### src/rtl/motor_step_gen_mc.sv
// Multi-channel step/direction pulse generator.
// Each channel runs IDLE -> SETUP -> HIGH <-> LOW -> IDLE from a latched command.
// Optional feature: define MOTOR_POS_CNT_EN to build the signed per-channel
// position counter on pos_o. When it is undefined, pos_o is tied to zero.
module motor_step_gen_mc #(
    parameter int CH_NUM    = 2,
    parameter int CNT_W     = 24,
    parameter int DIV_W     = 16,
    parameter int DIR_SETUP = 4,
    localparam int CH_W     = (CH_NUM > 1) ? $clog2(CH_NUM) : 1
) (
    input  logic                    clk,
    input  logic                    rst,
    input  logic                    cmd_valid,
    output logic                    cmd_ready,
    input  logic [CH_W-1:0]         cmd_ch,
    input  logic                    cmd_dir,
    input  logic [CNT_W-1:0]        cmd_steps,
    input  logic [DIV_W-1:0]        cmd_half_period,
    input  logic [CH_NUM-1:0]       abort,
    input  logic [CH_NUM-1:0]       limit_signal,
    output logic [CH_NUM-1:0]       step,
    output logic [CH_NUM-1:0]       dirction,
    output logic [CH_NUM-1:0]       coe_enable,
    output logic [CH_NUM-1:0]       busy,
    output logic [CH_NUM-1:0]       done,
    output logic [CH_NUM-1:0]       limit_hit,
    output logic [CH_NUM*CNT_W-1:0] pos_o
);

    typedef enum logic [1:0] {S_IDLE, S_SETUP, S_HIGH, S_LOW} state_t;

    localparam logic [DIV_W-1:0] SETUP_LOAD = DIV_W'(DIR_SETUP - 1);

    logic [CH_NUM-1:0] w_idle;
    logic              w_ready;

    // A command is accepted only when it addresses an existing, idle channel.
    always_comb begin
        w_ready = 1'b0;
        for (int i = 0; i < CH_NUM; i++) begin
            if (cmd_ch == CH_W'(i) && w_idle[i]) begin
                w_ready = 1'b1;
            end
        end
    end

    // Outputs must read zero for the whole reset, including the ready flag.
    assign cmd_ready = w_ready & ~rst;

    for (genvar n = 0; n < CH_NUM; n++) begin : g_ch
        state_t           r_state;
        state_t           w_nstate;
        logic             r_dir;
        logic             r_en;
        logic             r_done;
        logic             r_lim_hit;
        logic             r_lim_pend;
        logic [CNT_W-1:0] r_cnt;
        logic [DIV_W-1:0] r_div;
        logic [DIV_W-1:0] r_half;
        logic [DIV_W-1:0] w_half_in;
        logic             w_acc;
        logic             w_lim_now;
        logic             w_stop;
        logic             w_lim_stop;
        logic             w_lim_set;
        logic             w_done_n;
        logic             w_step_rise;

        assign w_acc     = cmd_valid && cmd_ready && (cmd_ch == CH_W'(n));
        assign w_half_in = (cmd_half_period == '0) ? DIV_W'(1) : cmd_half_period;
        // A limit already present at accept is reported at the end of SETUP
        // instead of cutting SETUP short.
        assign w_lim_now  = limit_signal[n] && !r_dir && !r_lim_pend;
        assign w_stop     = (r_state != S_IDLE) && (abort[n] || w_lim_now);
        assign w_lim_stop = (r_state != S_IDLE) && !abort[n] && w_lim_now;
        assign w_lim_set  = (w_acc && !cmd_dir && limit_signal[n]) || w_lim_stop;
        assign w_step_rise = (w_nstate == S_HIGH) && (r_state != S_HIGH);

        // Next-state and completion-pulse decode.
        always_comb begin
            w_nstate = r_state;
            w_done_n = 1'b0;
            case (r_state)
                S_IDLE: begin
                    if (w_acc) begin
                        if (cmd_steps == '0) w_done_n = 1'b1;
                        else                 w_nstate = S_SETUP;
                    end
                end
                S_SETUP: begin
                    if (w_stop || (r_div == '0 && r_lim_pend)) begin
                        w_nstate = S_IDLE;
                        w_done_n = 1'b1;
                    end else if (r_div == '0) begin
                        w_nstate = S_HIGH;
                    end
                end
                S_HIGH: begin
                    if (w_stop) begin
                        w_nstate = S_IDLE;
                        w_done_n = 1'b1;
                    end else if (r_div == '0) begin
                        w_nstate = S_LOW;
                    end
                end
                S_LOW: begin
                    if (w_stop || (r_div == '0 && r_cnt == '0)) begin
                        w_nstate = S_IDLE;
                        w_done_n = 1'b1;
                    end else if (r_div == '0) begin
                        w_nstate = S_HIGH;
                    end
                end
                default: w_nstate = S_IDLE;
            endcase
        end

        // State register plus latched command, divider and step counter.
        always_ff @(posedge clk or posedge rst) begin
            if (rst) begin
                r_state    <= S_IDLE;
                r_dir      <= 1'b0;
                r_en       <= 1'b0;
                r_done     <= 1'b0;
                r_lim_hit  <= 1'b0;
                r_lim_pend <= 1'b0;
                r_cnt      <= '0;
                r_div      <= '0;
                r_half     <= '0;
            end else begin
                r_state <= w_nstate;
                r_done  <= w_done_n;
                if (w_acc) begin
                    r_dir      <= cmd_dir;
                    r_en       <= 1'b1;
                    r_half     <= w_half_in;
                    r_lim_pend <= !cmd_dir && limit_signal[n];
                    r_lim_hit  <= w_lim_set;
                end else if (w_lim_stop) begin
                    r_lim_hit  <= 1'b1;
                end
                if (w_acc)            r_cnt <= cmd_steps;
                else if (w_step_rise) r_cnt <= r_cnt - CNT_W'(1);
                if (r_state == S_IDLE && w_nstate == S_SETUP)
                    r_div <= SETUP_LOAD;
                else if (w_nstate != r_state && w_nstate != S_IDLE)
                    r_div <= r_half - DIV_W'(1);
                else if (r_div != '0)
                    r_div <= r_div - DIV_W'(1);
            end
        end

        assign w_idle[n]     = (r_state == S_IDLE);
        assign step[n]       = (r_state == S_HIGH);
        assign busy[n]       = (r_state != S_IDLE);
        assign dirction[n]   = r_dir;
        assign coe_enable[n] = r_en;
        assign done[n]       = r_done;
        assign limit_hit[n]  = r_lim_hit;

`ifdef MOTOR_POS_CNT_EN
        logic signed [CNT_W-1:0] r_pos;

        // Position follows step rises; a limit hit re-homes it to zero.
        always_ff @(posedge clk or posedge rst) begin
            if (rst)              r_pos <= '0;
            else if (w_lim_set)   r_pos <= '0;
            else if (w_step_rise) r_pos <= r_dir ? r_pos + CNT_W'(1) : r_pos - CNT_W'(1);
        end

        assign pos_o[n*CNT_W +: CNT_W] = r_pos;
`else
        assign pos_o[n*CNT_W +: CNT_W] = '0;
`endif
    end

endmodule

### config.mk
export PLATFORM = sky130hd
export DESIGN_NAME = motor_step_gen_mc
export DESIGN_NICKNAME = d
export VERILOG_FILES = /design/src/rtl/motor_step_gen_mc.sv
export SDC_FILE = /design/constraint.sdc
export NUM_CORES = 1
export LEC_CHECK = 0
export ABC_CLOCK_PERIOD_IN_PS = 5800
export CORE_AREA = 4 4 123 125
export DETAILED_ROUTE_END_ITERATION = 8
export DIE_AREA = 0 0 127 129
export PLACE_DENSITY = 0.81
export RECOVER_POWER = 50
export SYNTH_ARGS = -nofsm -noshare
export SYNTH_HDL_FRONTEND = slang
export SYNTH_SLANG_ARGS = --single-unit
### constraint.sdc
create_clock -name clk -period 5.8 [get_ports clk]
set_clock_uncertainty 0.1 [all_clocks]
set_input_delay 1.16 -clock clk [delete_from_list [all_inputs] [get_ports clk]]
set_output_delay 1.16 -clock clk [all_outputs]
set_load 0.02 [all_outputs]
==> reports/results.ini <==
[place]
gp_congestion=0.847
place_inst=1094
portBuffers=61
dpl.hpwl_mm=13.2

[hold_path]
hp-class=reg2reg
hold_depth=1

[cells_and_area]
antenna_cells=0
layout.area.seq_um2=3150
area_growth_syn_to_layout_pct=14.7
drive_gt1_frac=0.0624
final_cell_count_no_fill=1125
nFillCells=1197
multiInputGateArea_um2=3990
nNetsFinal=988
final_common_cell=nand2_1
final_cell_mix=nand2_1, dfrtp_1, nor2_1

[yosys]
syn_inst=885
synth.area.top_cells=dfrtp_1, nand2_1, xor2_1
avgSynthCellArea_um2=8.55
synth_top_area_cell=dfrtp_1
synth_top_family_by_area=simple AND/OR/NAND/NOR gates
yosysWarnings=0
ys_seq_area_frac=0.417
synth_simple_gate_area_share=0.276
synth_compound_area_frac=0.119
ys.flop_type=dfrtp_1
synthesis.area_um2=7570
synthAdderAreaFrac=0.00992
async_flop_share=1.00
synth_edf_count=0
netlist-cell-type-count=59
synth_xor_area_frac=0.0903
ys_ff_latch=126
synthMuxAreaShare=0.00661
synth_top_area_share=0.417

[cts]
h-tree-depth=4
holdBufCountCts=0
cts.sink_count=126
clk_pin_slew_ns=0.06
cts_max_path_buffers=2
cts_root_buffer=clkbuf_16
clock_latency_ns=0.42
ctsResizeCount=0
cts_made_buffers=17
cts_tree=built
cts_setup_buffers=0

[floorplanning]
start_util=0.545
pin_count=110
core.rowCount=43
fp.dieW_um=127
dieHeight_um=129
coreArea_um2=13900
dieArea_um2=16400

[worst_setup_path]
arrival_ns=5.56
critPathRequiredTime_ns=6.00
critical_path.most_common_cell=nor4_1
reg2reg_depth=13
start_kind=primary input
path_max_fanout=11
critPathSlowestCell=dlygate4sd3_1
cp.depth=15
max_stage_delay_ns=0.59
critPathKind=in2reg
cp_cell_sequence=dlygate4sd3_1, nor4_1, nand4_1, o21ai_0, a21boi_0, o21ba_2, mux2i_1, ha_1, inv_1, or3_1, or4_1, nor4_1, xor2_1, nor2_1, a211oi_1
end_kind=register
cpLargestDelayFamily=simple AND/OR/NAND/NOR gates
crit_buf_inv=2

[timing]
period_share=0.925
hold_viol=0
setup_viol=0
grt_setup_unrepaired=false
finalSetupTns_ns=0
clock.fmax_ghz=0.186
finalCriticalPeriod_ns=5.36
worst_slew_pin_slew_ns=3.32
worst_slew_margin_rel=-1.22
drv_slew=143

[route]
first_iter_violations=611
post-route-drc-count=0
drt-total-wl_mm=18.8
dr.pass1.iters=5
detail_route.wl_per_cell_um=16.7
via_per_inst=5.74
via_count=6458
ant_nets=0

[global_routing]
grt_overflow=0
grtUsageTotal=0.237
grt_pass1_wl_mm=31.0
grt_pass1_vias=6311
antenna_found_initial=1
grt_max_degree=65

[power]
ir_drop_mv=0.210
p_per_area_nw_per_um2=357
p_leak_nw=3.65

[job]
maxCapViolations=3

[status]
status=finished, violations left
violations=max-capacitance violations, max-slew violations

cells in the mapped netlist (3+ instances only):
library cell    n
nand3_1        19
xor2_1         52
or4_1          13
inv_1          10
nor2_1         87
nand4_1        16
dfrtp_1       126
clkbuf_1       29
or3_1          11
a21oi_1        19
a211oi_1       23
mux2i_1         5
nand3b_1        7
ha_1            6
o31ai_1         6
nand2_1       184
nand2b_1        5
nor4_1         29
xnor2_1        26
buf_4          57
and3_1          6
o21ai_0        37
o21ai_1         3
a311oi_1        4
buf_2           3
a21o_1          4
or2_2           5
nor3b_1        12
o211ai_1        3
nor3_1         25
a31oi_1         6
nor2b_1         8
worst paths after layout:
kind                                       to              from  slack, ns
max                         g_ch[1].r_div[10]      cmd_steps[8]       0.44
min                              g_ch[1].r_en      g_ch[1].r_en       0.36
max reg2reg                 g_ch[0].r_div[12]  g_ch[0].r_div[0]       1.05
min reg2reg                      g_ch[1].r_en      g_ch[1].r_en       0.36
max in group asynchronous  g_ch[1].r_half[10]               rst       1.01
min in group asynchronous    g_ch[1].r_cnt[8]               rst       2.44
cell families after synthesis:
group	Yosys count
fa+ha+maj	6
xor+xnor	78
compound gates	132
simple gates	436
mux	5
buf+inv	101
other cells	1
flops	126
final cells by class:
class,instances,share of cell area
Timing Repair Buffer,73,0.0794
Inverter,10,0.00476
Clock inverter,6,0.00951
Clock buffer,25,0.0571
Tap cell,180,0.0259
Sequential cell,126,0.363
Multi-Input combinational cell,705,0.460
metal layers:
layer | vias up | GRT usage | part of all wire
li1 | 3087 | - | -
met1 | 3094 | 0.309 | 0.42
met2 | 233 | 0.370 | 0.48
met3 | 42 | 0.0681 | 0.071
met4 | 2 | 0.104 | 0.031
met5 | - | 0 | 0.00043
where the power goes:
| part | leakage, nW | total, mW | internal (mW) | switching (mW) |
|---|---|---|---|---|
| Sequential | 1.55 | 1.33 | 1.09 | 0.236 |
| Clock | 0.283 | 1.04 | 0.673 | 0.372 |
| Combinational | 1.82 | 0.725 | 0.327 | 0.398 |
| Total | 3.65 | 3.10 | 2.09 | 1.01 |
registers in the layout, indices dropped and copies added (netlist names):
name,cells
g_ch.r_done,2
g_ch.r_div,32
g_ch.r_half,32
g_ch.r_lim_hit,2
g_ch.r_en,2
g_ch.r_state,4
g_ch.r_cnt,48
g_ch.r_dir,2
g_ch.r_lim_pend,2
through the flow:
stage / setup slack, ns / area (µm²) / hold WS (ns) / power, mW / util
after floorplan: 0.0252 / 7770 / 0.336 / 1.87 / -
after detailed placement: 0.301 / 8120 / 0.351 / 2.05 / 0.585
final: 0.437 / 8680 / 0.356 / 3.10 / 0.625
after global placement: 0.492 / 8120 / 0.353 / 2.03 / 0.585
after global routing: 0.145 / 8680 / 0.380 / 3.28 / 0.625
after CTS: 0.611 / 8690 / 0.367 / 3.11 / 0.626
Power figures use the tool's default switching activity.
